[src/rtl/verificador_jogada_n.sv]
// -----------------------------------------------------------------------------
// verificador_jogada_n
//
// Sudoku move-verification engine. It sits between the move-entry registers
// and the player-board register. One requested move is checked for legal
// coordinates, legal value and the fixed-cell mask, and then against the
// solution. A correct move is written back with a one-cycle strobe, and a
// row-per-cycle scan then decides whether the board is finished. Wrong moves
// spend lives. After a win or a loss the engine locks until novoJogo or reset.
//
// Parameters
//   N         grid side (2..15), board has N*N cells
//   W         cell width in bits, 2**W must exceed N
//   MAX_ERROS wrong moves that end the game (1..7)
//
// Ports
//   clk             system clock, rising edge
//   rstn            asynchronous reset, active low
//   start           evaluate one move (taken only in IDLE while unlocked)
//   novoJogo        synchronous new game: clears errors, lock and status,
//                   and aborts a move in flight
//   linha, coluna   1-based row / column of the move
//   valor           value to place
//   sudokuJogador   current player board, ascending, cell MSB at lowest index
//   sudokuCompleto  solution board, same layout, stable while busy
//   mascaraFixa     bit (l-1)*N+(c-1) set = given cell, not editable
//   novoSudoku      updated board, valid while enableRegSudoku=1
//   enableRegSudoku one-cycle write strobe to the board register
//   busy            a move is being processed
//   done            one-cycle pulse, saidaValor is final
//   saidaValor      000 none, 001 correct, 010 wrong, 011 rejected,
//                   101 win, 110 loss
//   erros           wrong moves so far
// -----------------------------------------------------------------------------
module verificador_jogada_n #(
  parameter int N         = 9,
  parameter int W         = 4,
  parameter int MAX_ERROS = 3
) (
  input  logic               clk,
  input  logic               rstn,
  input  logic               start,
  input  logic               novoJogo,
  input  logic [3:0]         linha,
  input  logic [3:0]         coluna,
  input  logic [W-1:0]       valor,
  input  logic [0:N*N*W-1]   sudokuJogador,
  input  logic [0:N*N*W-1]   sudokuCompleto,
  input  logic [N*N-1:0]     mascaraFixa,
  output logic [0:N*N*W-1]   novoSudoku,
  output logic               enableRegSudoku,
  output logic               busy,
  output logic               done,
  output logic [2:0]         saidaValor,
  output logic [2:0]         erros
);

  localparam int CELLS = N * N;
  localparam int BITS  = N * N * W;
  localparam int ROWW  = N * W;
  // One spare bit over the largest bit index so that index arithmetic can
  // never wrap back into the board.
  localparam int IW    = $clog2(BITS) + 1;

  localparam logic [2:0] RES_NONE  = 3'b000;
  localparam logic [2:0] RES_OK    = 3'b001;
  localparam logic [2:0] RES_WRONG = 3'b010;
  localparam logic [2:0] RES_REJ   = 3'b011;
  localparam logic [2:0] RES_WIN   = 3'b101;
  localparam logic [2:0] RES_LOSS  = 3'b110;

  typedef enum logic [2:0] {
    IDLE    = 3'd0,
    VALIDA  = 3'd1,
    ESCREVE = 3'd2,
    COMPARA = 3'd3,
    FIM     = 3'd4
  } state_t;

  state_t          state_q, state_d;
  logic [3:0]      lin_q, lin_d;
  logic [3:0]      col_q, col_d;
  logic [W-1:0]    val_q, val_d;
  logic [0:BITS-1] tab_q, tab_d;     // private copy of the board for this move
  logic [3:0]      r_q, r_d;         // row under comparison
  logic [2:0]      erros_q, erros_d;
  logic            lock_q, lock_d;
  logic [2:0]      saida_q, saida_d;

  // ---------------------------------------------------------------------------
  // Move decode. Bounds are checked on the raw 4-bit coordinates first; the
  // cell index is forced to 0 for illegal coordinates so an out-of-range move
  // can never select (or alias to) a real cell.
  // ---------------------------------------------------------------------------
  logic            coord_ok, val_ok;
  logic [IW-1:0]   cell_idx;
  logic            mask_sel;
  logic [W-1:0]    sol_sel;
  logic [0:BITS-1] tab_ins;

  assign coord_ok = (lin_q != 4'd0) && (lin_q <= 4'(N)) &&
                    (col_q != 4'd0) && (col_q <= 4'(N));
  assign val_ok   = (val_q != '0) && (val_q <= W'(N));

  assign cell_idx = coord_ok ?
                    ((IW'(lin_q) - IW'(1)) * IW'(N) + IW'(col_q) - IW'(1)) :
                    '0;

  // Cell select as a one-hot decode over all cells: picks the mask bit and
  // the solution value, and builds the board with the new value inserted.
  always_comb begin
    mask_sel = 1'b0;
    sol_sel  = '0;
    tab_ins  = tab_q;
    for (int k = 0; k < CELLS; k++) begin
      if (cell_idx == IW'(k)) begin
        mask_sel            = mascaraFixa[k];
        sol_sel             = sudokuCompleto[k*W +: W];
        tab_ins[k*W +: W]   = val_q;
      end
    end
  end

  // ---------------------------------------------------------------------------
  // Per-row equality of buffer vs solution. Padded to 16 entries with ones so
  // the 4-bit row counter indexes it directly.
  // ---------------------------------------------------------------------------
  logic [15:0] row_eq;

  for (genvar r = 0; r < 16; r++) begin : g_row
    if (r < N) begin : g_on
      assign row_eq[r] = (tab_q[r*ROWW +: ROWW] == sudokuCompleto[r*ROWW +: ROWW]);
    end else begin : g_off
      assign row_eq[r] = 1'b1;
    end
  end

  // ---------------------------------------------------------------------------
  // State register
  // ---------------------------------------------------------------------------
  always_ff @(posedge clk or negedge rstn) begin
    if (!rstn) begin
      state_q <= IDLE;
      lin_q   <= '0;
      col_q   <= '0;
      val_q   <= '0;
      tab_q   <= '0;
      r_q     <= '0;
      erros_q <= '0;
      lock_q  <= 1'b0;
      saida_q <= RES_NONE;
    end else begin
      state_q <= state_d;
      lin_q   <= lin_d;
      col_q   <= col_d;
      val_q   <= val_d;
      tab_q   <= tab_d;
      r_q     <= r_d;
      erros_q <= erros_d;
      lock_q  <= lock_d;
      saida_q <= saida_d;
    end
  end

  // ---------------------------------------------------------------------------
  // Next state
  // ---------------------------------------------------------------------------
  always_comb begin
    state_d = state_q;
    lin_d   = lin_q;
    col_d   = col_q;
    val_d   = val_q;
    tab_d   = tab_q;
    r_d     = r_q;
    erros_d = erros_q;
    lock_d  = lock_q;
    saida_d = saida_q;

    if (novoJogo) begin
      state_d = IDLE;
      erros_d = '0;
      lock_d  = 1'b0;
      saida_d = RES_NONE;
    end else begin
      case (state_q)
        IDLE: begin
          if (start && !lock_q) begin
            lin_d   = linha;
            col_d   = coluna;
            val_d   = valor;
            tab_d   = sudokuJogador;
            state_d = VALIDA;
          end
        end

        VALIDA: begin
          if (!coord_ok || !val_ok || mask_sel) begin
            saida_d = RES_REJ;
            state_d = FIM;
          end else begin
            tab_d = tab_ins;
            if (sol_sel == val_q) begin
              state_d = ESCREVE;
            end else begin
              // The wrong value stays only in the private buffer and is
              // never presented on the write port.
              erros_d = erros_q + 3'd1;
              if (erros_d == 3'(MAX_ERROS)) begin
                saida_d = RES_LOSS;
                lock_d  = 1'b1;
              end else begin
                saida_d = RES_WRONG;
              end
              state_d = FIM;
            end
          end
        end

        ESCREVE: begin
          r_d     = '0;
          state_d = COMPARA;
        end

        COMPARA: begin
          if (!row_eq[r_q]) begin
            saida_d = RES_OK;
            state_d = FIM;
          end else if (r_q == 4'(N - 1)) begin
            saida_d = RES_WIN;
            lock_d  = 1'b1;
            state_d = FIM;
          end else begin
            r_d = r_q + 4'd1;
          end
        end

        FIM: begin
          state_d = IDLE;
        end

        default: begin
          state_d = IDLE;
        end
      endcase
    end
  end

  // ---------------------------------------------------------------------------
  // Outputs. novoJogo suppresses the strobe and done of an aborted move in
  // the same cycle it is raised.
  // ---------------------------------------------------------------------------
  assign enableRegSudoku = (state_q == ESCREVE) && !novoJogo;
  assign novoSudoku      = (state_q == ESCREVE) ? tab_q : '0;
  assign done            = (state_q == FIM) && !novoJogo;
  assign busy            = (state_q != IDLE);
  assign saidaValor      = saida_q;
  assign erros           = erros_q;

endmodule
[config.mk]
export PLATFORM = sky130hd
export DESIGN_NAME = verificador_jogada_n
export DESIGN_NICKNAME = d
export VERILOG_FILES = /design/src/rtl/verificador_jogada_n.sv
export SDC_FILE = /design/constraint.sdc
export NUM_CORES = 2
export LEC_CHECK = 0
export CORE_AREA = 2 2 425 427
export CTS_CLUSTER_DIAMETER = 50
export DETAILED_ROUTE_END_ITERATION = 6
export DIE_AREA = 0 0 427 429
export GPL_TIMING_DRIVEN = 0
export PLACE_DENSITY = 0.38
export SETUP_SLACK_MARGIN = 0.02
export SKIP_CTS_REPAIR_TIMING = 1
export SYNTH_ARGS = -nofsm -noshare
export SYNTH_HDL_FRONTEND = slang
export SYNTH_SLANG_ARGS = --single-unit
[constraint.sdc]
create_clock -name clk -period 6.27 [get_ports clk]
set_input_delay 1.881 -clock clk [delete_from_list [all_inputs] [get_ports clk]]
set_output_delay 1.881 -clock clk [all_outputs]
set_load 0.1 [all_outputs]
# Word level (Yosys, flattened, before mapping)
# Cells that the tools add are included.
[op_classes] add_sub_neg=5 mul=1 magnitude_cmp=4 n_eq_ne=191 n_mux=278 bitwise=1 n_reduce_logical=110
[ops] cell="$mux W324" count=3
[ops] cell="$mux W4" count=164
[ops] cell="$pmux W324 S2" count=1
[ops] cell="$reduce_and A5 Y1" count=81
[ops] cell="$eq A36 B36 Y1" count=9
[ops] cell="$eq A10 B6 Y1 const B" count=32
[ops] cell="$ne A2 B2 Y1 const B" count=87
[ops] cell="$eq A10 B7 Y1 const B" count=17
[ops] cell="$eq A10 B5 Y1 const B" count=16
[ops] cell="$mux W1" count=88
[ops] cell="$eq A10 B4 Y1 const B" count=8
[ops] cell="$mux W3" count=16
[ops] cell="$eq A10 B3 Y1 const B" count=4
[ops] cell="$eq A10 B2 Y1 const B" count=2
[ops] cell="$ne A3 B3 Y1 const B" count=6
[ops] cell="$le A4 B4 Y1 const B" count=3
[ops] cell="$pmux W3 S4" count=1
[ops] cell="$reduce_bool A4 Y1" count=3
[ops] cell="$add A10 B4 Y10" count=1
[ops] cell="$eq A10 B1 Y1 const B" count=1
[ops] cell="$logic_not A10 Y1" count=1
[ops] cell="$mul A5 B5 Y10 const B" count=1
[ops] cell="$mux W10" count=1
[ops] cell="$sub A10 B1 Y10 const B" count=1
[ops] cell="25 further kinds" count=43
[word_totals] regBits=350 input_bits=745 word_cells=679

# Depth between registers and ports, before layout
[depth] word_depth=92 mapped_depth=30

# Least setup slack after synthesis
# OpenSTA, ideal clock, no wires.
[synth_path] kind="reg2reg" start="register lin_q[0]" end="register state_q[1]" arrival_ns=6.258 required_ns=6.166 slack_ns=-0.092 path_stages_with_launch=25 n_path_buf=1 period_less_slack_ns=6.362 cell_sequence="dfrtp_1 -> nor3_1 -> xor2_1 -> ha_1 -> ha_1 -> inv_1 -> fa_1 -> inv_1 -> ha_1 -> o21ai_1 -> o21ai_1 -> and3b_1 -> or3_1 -> clkbuf_2 -> and2_1 -> a22o_1 -> or4_1 -> a2111oi_0 -> o21ai_1 -> a211oi_2 -> mux2_2 -> a211oi_2 -> o311ai_4 -> o22a_1 -> o41ai_2"
[synth_via] elab_chain_len=92 word_cells_on_any_way=261 classes_between="add/sub: 3; mul: 1; order compare: 1; eq/ne: 81; mux: 167; reduce/logical: 8"
[synth_rtl] item="start: declaration" line_no="81" text="logic [3:0] lin_q, lin_d;"
[synth_rtl] item="start signal: assignment" line_no="154" text="lin_q <= lin_d;"
[synth_rtl] item="$sub A4 B1 Y5, or another cell as far along" line_no="106" text="((IW'(lin_q) - IW'(1)) * IW'(N) + IW'(col_q) - IW'(1)) :"
[synth_rtl] item="$mul A5 B5 Y10 / $logic_and A1 B1 Y1 (equally long branches)" line_no="106, 101"
[synth_rtl] item="$add A10 B4 Y10 / $logic_and A1 B1 Y1 (equally long branches)" line_no="106, 101"
[synth_rtl] item="$sub A10 B1 Y10 / $logic_and A1 B1 Y1 (equally long branches)" line_no="106, 102"
[synth_rtl] item="$mux W10" line_no="105" text="assign cell_idx = coord_ok ?"
[synth_rtl] item="$logic_not A10 Y1" line_no="116" text="if (cell_idx == IW'(k)) begin"
[synth_rtl] item="$mux W4 (81 in a row)" line_no="116"
[synth_rtl] item="$eq A4 B4 Y1" line_no="202" text="if (sol_sel == val_q) begin"
[synth_rtl] item="$mux W3" line_no="202"
[synth_rtl] item="$mux W3 *" line_no="197" text="if (!coord_ok || !val_ok || mask_sel) begin"
[synth_rtl] item="$pmux W3 S4 *" line_no="185" text="case (state_q)"
[synth_rtl] item="$mux W3 *" line_no="179" text="if (novoJogo) begin"
[synth_rtl] item="end signal: assignment" line_no="153" text="state_q <= state_d;"
[synth_rtl] item="end: declaration" line_no="80" text="state_t state_q, state_d;"
# Mark *: on every way between the ends. The rest lies on a longest branch, timed or not.
# A chain may end at the register's enable or synchronous reset.

# Worst setup path after layout
[layout_path] start="register lin_q[0]" end="register erros_q[2] (netlist: erros[2])"
[layout_via] elab_chain_len=90 word_cells_on_any_way=260 classes_between="add/sub: 3; mul: 1; order compare: 1; eq/ne: 83; mux: 163; reduce/logical: 9"
[layout_rtl] item="$sub A4 B1 Y5, or another cell as far along" line_no="106"
[layout_rtl] item="$mul A5 B5 Y10 / $logic_and A1 B1 Y1 (equally long branches)" line_no="106, 101"
[layout_rtl] item="$add A10 B4 Y10 / $logic_and A1 B1 Y1 (equally long branches)" line_no="106, 101"
[layout_rtl] item="$sub A10 B1 Y10 / $logic_and A1 B1 Y1 (equally long branches)" line_no="106, 102"
[layout_rtl] item="$mux W10" line_no="105"
[layout_rtl] item="$logic_not A10 Y1" line_no="116"
[layout_rtl] item="$mux W4 / $mux W1 (equally long branches) (81 in a row)" line_no="116"
[layout_rtl] item="$eq A4 B4 Y1 / $logic_or A1 B1 Y1 (equally long branches)" line_no="202, 197"
[layout_rtl] item="$ne A2 B2 Y1 (no line)"
[layout_rtl] item="$reduce_and A3 Y1 (no line) *"
[layout_rtl] item="end signal: assignment" line_no="159" text="erros_q <= erros_d;"
[layout_rtl] item="end: declaration" line_no="86" text="logic [2:0] erros_q, erros_d;"
# Marks and branches as above.

==> metrics.txt <==
# TYPE chip_impl_metric gauge
chip_impl_metric{name="fillCellCount",unit=""} 19500
chip_impl_info{name="hold_path.class",value="flop to flop"} 1
chip_impl_metric{name="total_switching_power",unit="mW"} 19.5
chip_impl_metric{name="synth_enable_flop_cells",unit=""} 0
chip_impl_metric{name="cts_num_sinks",unit=""} 350
chip_impl_metric{name="drv_slew",unit=""} 97
chip_impl_metric{name="p_seq_share",unit="%"} 15.3
chip_impl_metric{name="grt_util_all_layers",unit="%"} 39.2
chip_impl_metric{name="netlist_area",unit="sq mm"} 0.0294
chip_impl_metric{name="vias_per_cell",unit=""} 5.63
chip_impl_info{name="failed_checks",value="design-rule violations, max-capacitance violations, max-slew violations, negative setup slack"} 1
chip_impl_metric{name="synth.avg_cell_area",unit="sq um"} 7.74
chip_impl_metric{name="drt_iter0_drc",unit=""} 5570
chip_impl_metric{name="global_route.overflow_total",unit=""} 0
chip_impl_metric{name="timing_worst_slew_pin_value",unit="ns"} 1.70
chip_impl_metric{name="start_util",unit="%"} 16.5
chip_impl_metric{name="final_hold_viol_count",unit=""} 0
chip_impl_metric{name="critPathArrivalTime",unit="ns"} 8.27
chip_impl_metric{name="layout-drive-gt1-share",unit="%"} 16.0
chip_impl_metric{name="yosysWarningCount",unit=""} 0
chip_impl_metric{name="max_freq",unit="MHz"} 131
chip_impl_metric{name="syn2layout_area_growth",unit="%"} 71.6
chip_impl_metric{name="final_stage_net_count",unit=""} 5891
chip_impl_metric{name="smallest_setup_slack_after_layout",unit="ns"} -1.37
chip_impl_info{name="yosys_most_used_dff",value="sky130_fd_sc_hd__dfrtp_1"} 1
chip_impl_metric{name="postRouteWirelength",unit="um"} 375000
chip_impl_metric{name="core_area",unit="sq mm"} 0.178
chip_impl_info{name="rsz_0062_raised_after_global_routing",value="yes"} 1
chip_impl_metric{name="synth_nets",unit=""} 4577
chip_impl_metric{name="die_h",unit="um"} 429
chip_impl_metric{name="final_cells",unit=""} 7578
chip_impl_metric{name="cts-htree-levels",unit=""} 3
chip_impl_info{name="worst_setup_path_start_kind",value="flop"} 1
chip_impl_metric{name="comb_pwr_share",unit="%"} 70.5
chip_impl_metric{name="clock-skew-final",unit="ns"} 0.0371
chip_impl_metric{name="hpwl",unit="um"} 313000
chip_impl_info{name="worstSetupPathType",value="flop to flop"} 1
chip_impl_metric{name="worst_ep_required_time",unit="ns"} 6.91
chip_impl_metric{name="postSynthCellCount",unit=""} 3797
chip_impl_metric{name="post-place-cells",unit=""} 7250
chip_impl_metric{name="rows",unit=""} 155
chip_impl_metric{name="power.share.clock",unit="%"} 14.2
chip_impl_metric{name="drt_drc_violations_left",unit=""} 2
chip_impl_metric{name="design.die.area",unit="sq mm"} 0.183
chip_impl_info{name="tritoncts",value="built"} 1
chip_impl_metric{name="routabilityCongestion",unit=""} 1.08
chip_impl_metric{name="synth-async-reset-ratio",unit="%"} 100
chip_impl_metric{name="critical_path_fanout_max",unit=""} 11
chip_impl_metric{name="design_power_total",unit="mW"} 31.8
chip_impl_metric{name="intPower",unit="mW"} 12.4
chip_impl_metric{name="switching_share",unit="%"} 61.1
chip_impl_metric{name="average_routed_wire_per_standard_cell",unit="um"} 49.5
chip_impl_metric{name="largest_net_degree_at_the_start_of_global_routing",unit=""} 98
chip_impl_metric{name="global_route_wire_length_before_repair",unit="um"} 463000
chip_impl_info{name="cp_endpoint_kind",value="flop"} 1
chip_impl_info{name="status",value="complete, but fails checks"} 1
chip_impl_metric{name="clk_path_buf_depth",unit=""} 3
chip_impl_metric{name="cts.clk_slew.worst_paths",unit="ns"} 0.05
chip_impl_info{name="most_common_cell_after_layout_fill_and_taps_aside",value="sky130_fd_sc_hd__clkdlybuf4s50_1"} 1
chip_impl_metric{name="total_leakage_power",unit="nW"} 18.2
chip_impl_metric{name="final_antenna_net_count",unit=""} 0
chip_impl_metric{name="chip_width",unit="um"} 427
chip_impl_metric{name="min_period",unit="ns"} 7.64
chip_impl_info{name="layout.cells.most_common_list",value="sky130_fd_sc_hd__clkdlybuf4s50_1, sky130_fd_sc_hd__nor2_1, sky130_fd_sc_hd__a21oi_1"} 1
chip_impl_metric{name="cts_buffers",unit=""} 78
chip_impl_metric{name="worst_slew_margin_rel",unit="%"} -13.1
chip_impl_metric{name="setup.reg_to_reg.worst_slack",unit="ns"} -1.37
chip_impl_metric{name="yosysUniqueCellTypes",unit=""} 98
chip_impl_metric{name="drt_pass1_iterations",unit=""} 7
chip_impl_metric{name="clk_latency",unit="ns"} 0.75
chip_impl_metric{name="yosys_register_bits",unit=""} 350
chip_impl_metric{name="seq_area_frac_synth",unit="%"} 29.8
chip_impl_metric{name="route.vias.total",unit=""} 42700
chip_impl_metric{name="ir_drop",unit="V"} 0.000528
chip_impl_metric{name="drv_cap",unit=""} 10
chip_impl_metric{name="post-route-period-util",unit="%"} 122
chip_impl_metric{name="ioPinCount",unit=""} 1078
chip_impl_info{name="cts.root.buffer_cell",value="sky130_fd_sc_hd__clkbuf_16"} 1
chip_impl_metric{name="setup_viol",unit=""} 594
chip_impl_metric{name="numPortBuffers",unit=""} 1077
chip_impl_metric{name="vias_in_the_first_global_route",unit=""} 41100
chip_impl_metric{name="grt_antenna_before_repair",unit=""} 85
chip_impl_metric{name="power_density",unit="mW/mm^2"} 632
==> through the flow <==
stage	setup TNS, ns	utilization, %	worst slack [ns]	area [sq um]	hold slack, ns
2_1_floorplan	0	-	0.0346	29400	0.486
3_3_place_gp	-7764.16	24.2	-15.29	43100	0.517
3_5_place_dp	-1619.96	24.5	-5.16	43600	0.522
4_1_cts	-1769.42	26.0	-5.17	46400	0.533
5_1_grt	-480.10	28.3	-1.16	50400	0.576
6_report	-456.26	28.3	-1.37	50400	0.527
==> state kept, by name (all words and copies together), names as in the netlist <==
signal	count
lin_q	4
col_q	4
lock_q	1
r_q	4
val_q	4
erros	3
tab_q	324
state_q	3
saidaValor	3
==> worst paths after layout <==
| kind | startpoint | endpoint | cells after the start |
|---|---|---|---|
| min in group asynchronous | rstn | tab_q[322] | 1 |
| hold reg to reg | tab_q[258] | tab_q[258] | 2 |
| setup reg to reg | lin_q[0] | erros[2] | 22 |
| hold / removal | tab_q[258] | tab_q[258] | 2 |
| setup / recovery | lin_q[0] | erros[2] | 22 |
| max in group asynchronous | rstn | tab_q[47] | 3 |
==> metal layers <==
layer	track usage (%)	part of all wire [%]	vias up
li1	-	-	16700
met1	47.9	39	22000
met2	60.7	44	3100
met3	8.92	8.3	900
met4	27.7	8.6	34
met5	0	0.11	-
==> area by class of cell <==
type,instances,area [sq um],area share [%]
timing repair buffer,1237,12500,24.8
tap,2355,2950,5.85
clock buffer,94,2080,4.13
multi-input combinational,3106,21300,42.2
inverter,50,190,0.377
clock inverter,52,681,1.35
buffer,288,1860,3.70
antenna,46,115,0.228
sequential,350,8760,17.4
==> critical path: stages (launching register included) <==
cell                        delay [ns]
sky130_fd_sc_hd__dfrtp_2          0.44
sky130_fd_sc_hd__buf_4            0.16
sky130_fd_sc_hd__buf_4            0.13
sky130_fd_sc_hd__xnor2_1          0.30
sky130_fd_sc_hd__ha_1             0.30
sky130_fd_sc_hd__ha_1             0.27
sky130_fd_sc_hd__buf_2            0.28
sky130_fd_sc_hd__clkinv_1         0.26
sky130_fd_sc_hd__clkbuf_1         0.66
sky130_fd_sc_hd__buf_2            0.65
sky130_fd_sc_hd__clkbuf_4         0.55
sky130_fd_sc_hd__clkbuf_2         0.58
sky130_fd_sc_hd__nand3_1          0.32
sky130_fd_sc_hd__a311oi_2         0.66
sky130_fd_sc_hd__o21ai_1          0.33
sky130_fd_sc_hd__a211oi_1         0.32
sky130_fd_sc_hd__o2111ai_1        0.20
sky130_fd_sc_hd__a211oi_2         0.31
sky130_fd_sc_hd__o311ai_4         0.15
sky130_fd_sc_hd__buf_12           0.19
sky130_fd_sc_hd__buf_4            0.14
sky130_fd_sc_hd__a21o_1           0.15
sky130_fd_sc_hd__a21oi_1          0.12
==> cell usage after synthesis (72+ instances only) <==
master                       n  share of area [%]
sky130_fd_sc_hd__xor2_1    161                4.8
sky130_fd_sc_hd__nor2_1    463                5.9
sky130_fd_sc_hd__nor3_1     76                1.3
sky130_fd_sc_hd__nand2_1   197                2.5
sky130_fd_sc_hd__clkbuf_1  188                2.4
sky130_fd_sc_hd__nand3_1   113                1.9
sky130_fd_sc_hd__dfrtp_1   350                 30
sky130_fd_sc_hd__o22ai_1   347                7.4
sky130_fd_sc_hd__nand4_1    78                1.7
sky130_fd_sc_hd__nor4_1     72                1.5
sky130_fd_sc_hd__a21oi_1   413                7.0
sky130_fd_sc_hd__xnor2_1   164                4.9
sky130_fd_sc_hd__o21ai_0    89                1.5
sky130_fd_sc_hd__and2_1    325                6.9
==> power by group through the flow <==
stage	Clock (mW)	Sequential (mW)	Combinational [mW]
final	4.51	4.87	22.5
after global routing	4.62	4.85	22.4
after CTS	4.53	4.75	17.1
after detailed placement	0	4.78	17.0
after global placement	0	4.79	17.0
after floorplan	0	3.85	7.78
==> cell families after synthesis <==
logic type,Yosys count,share of synthesized area [%]
buffers and inverters,341,4.86
muxes,52,1.87
xor gates and xnor gates,325,9.69
and+or+nand+nor,1448,24.9
AOI/OAI and AO/OA,1246,27.3
DFF,350,29.8
adders and majority gates,35,1.64
Power figures use the tool's default switching activity.
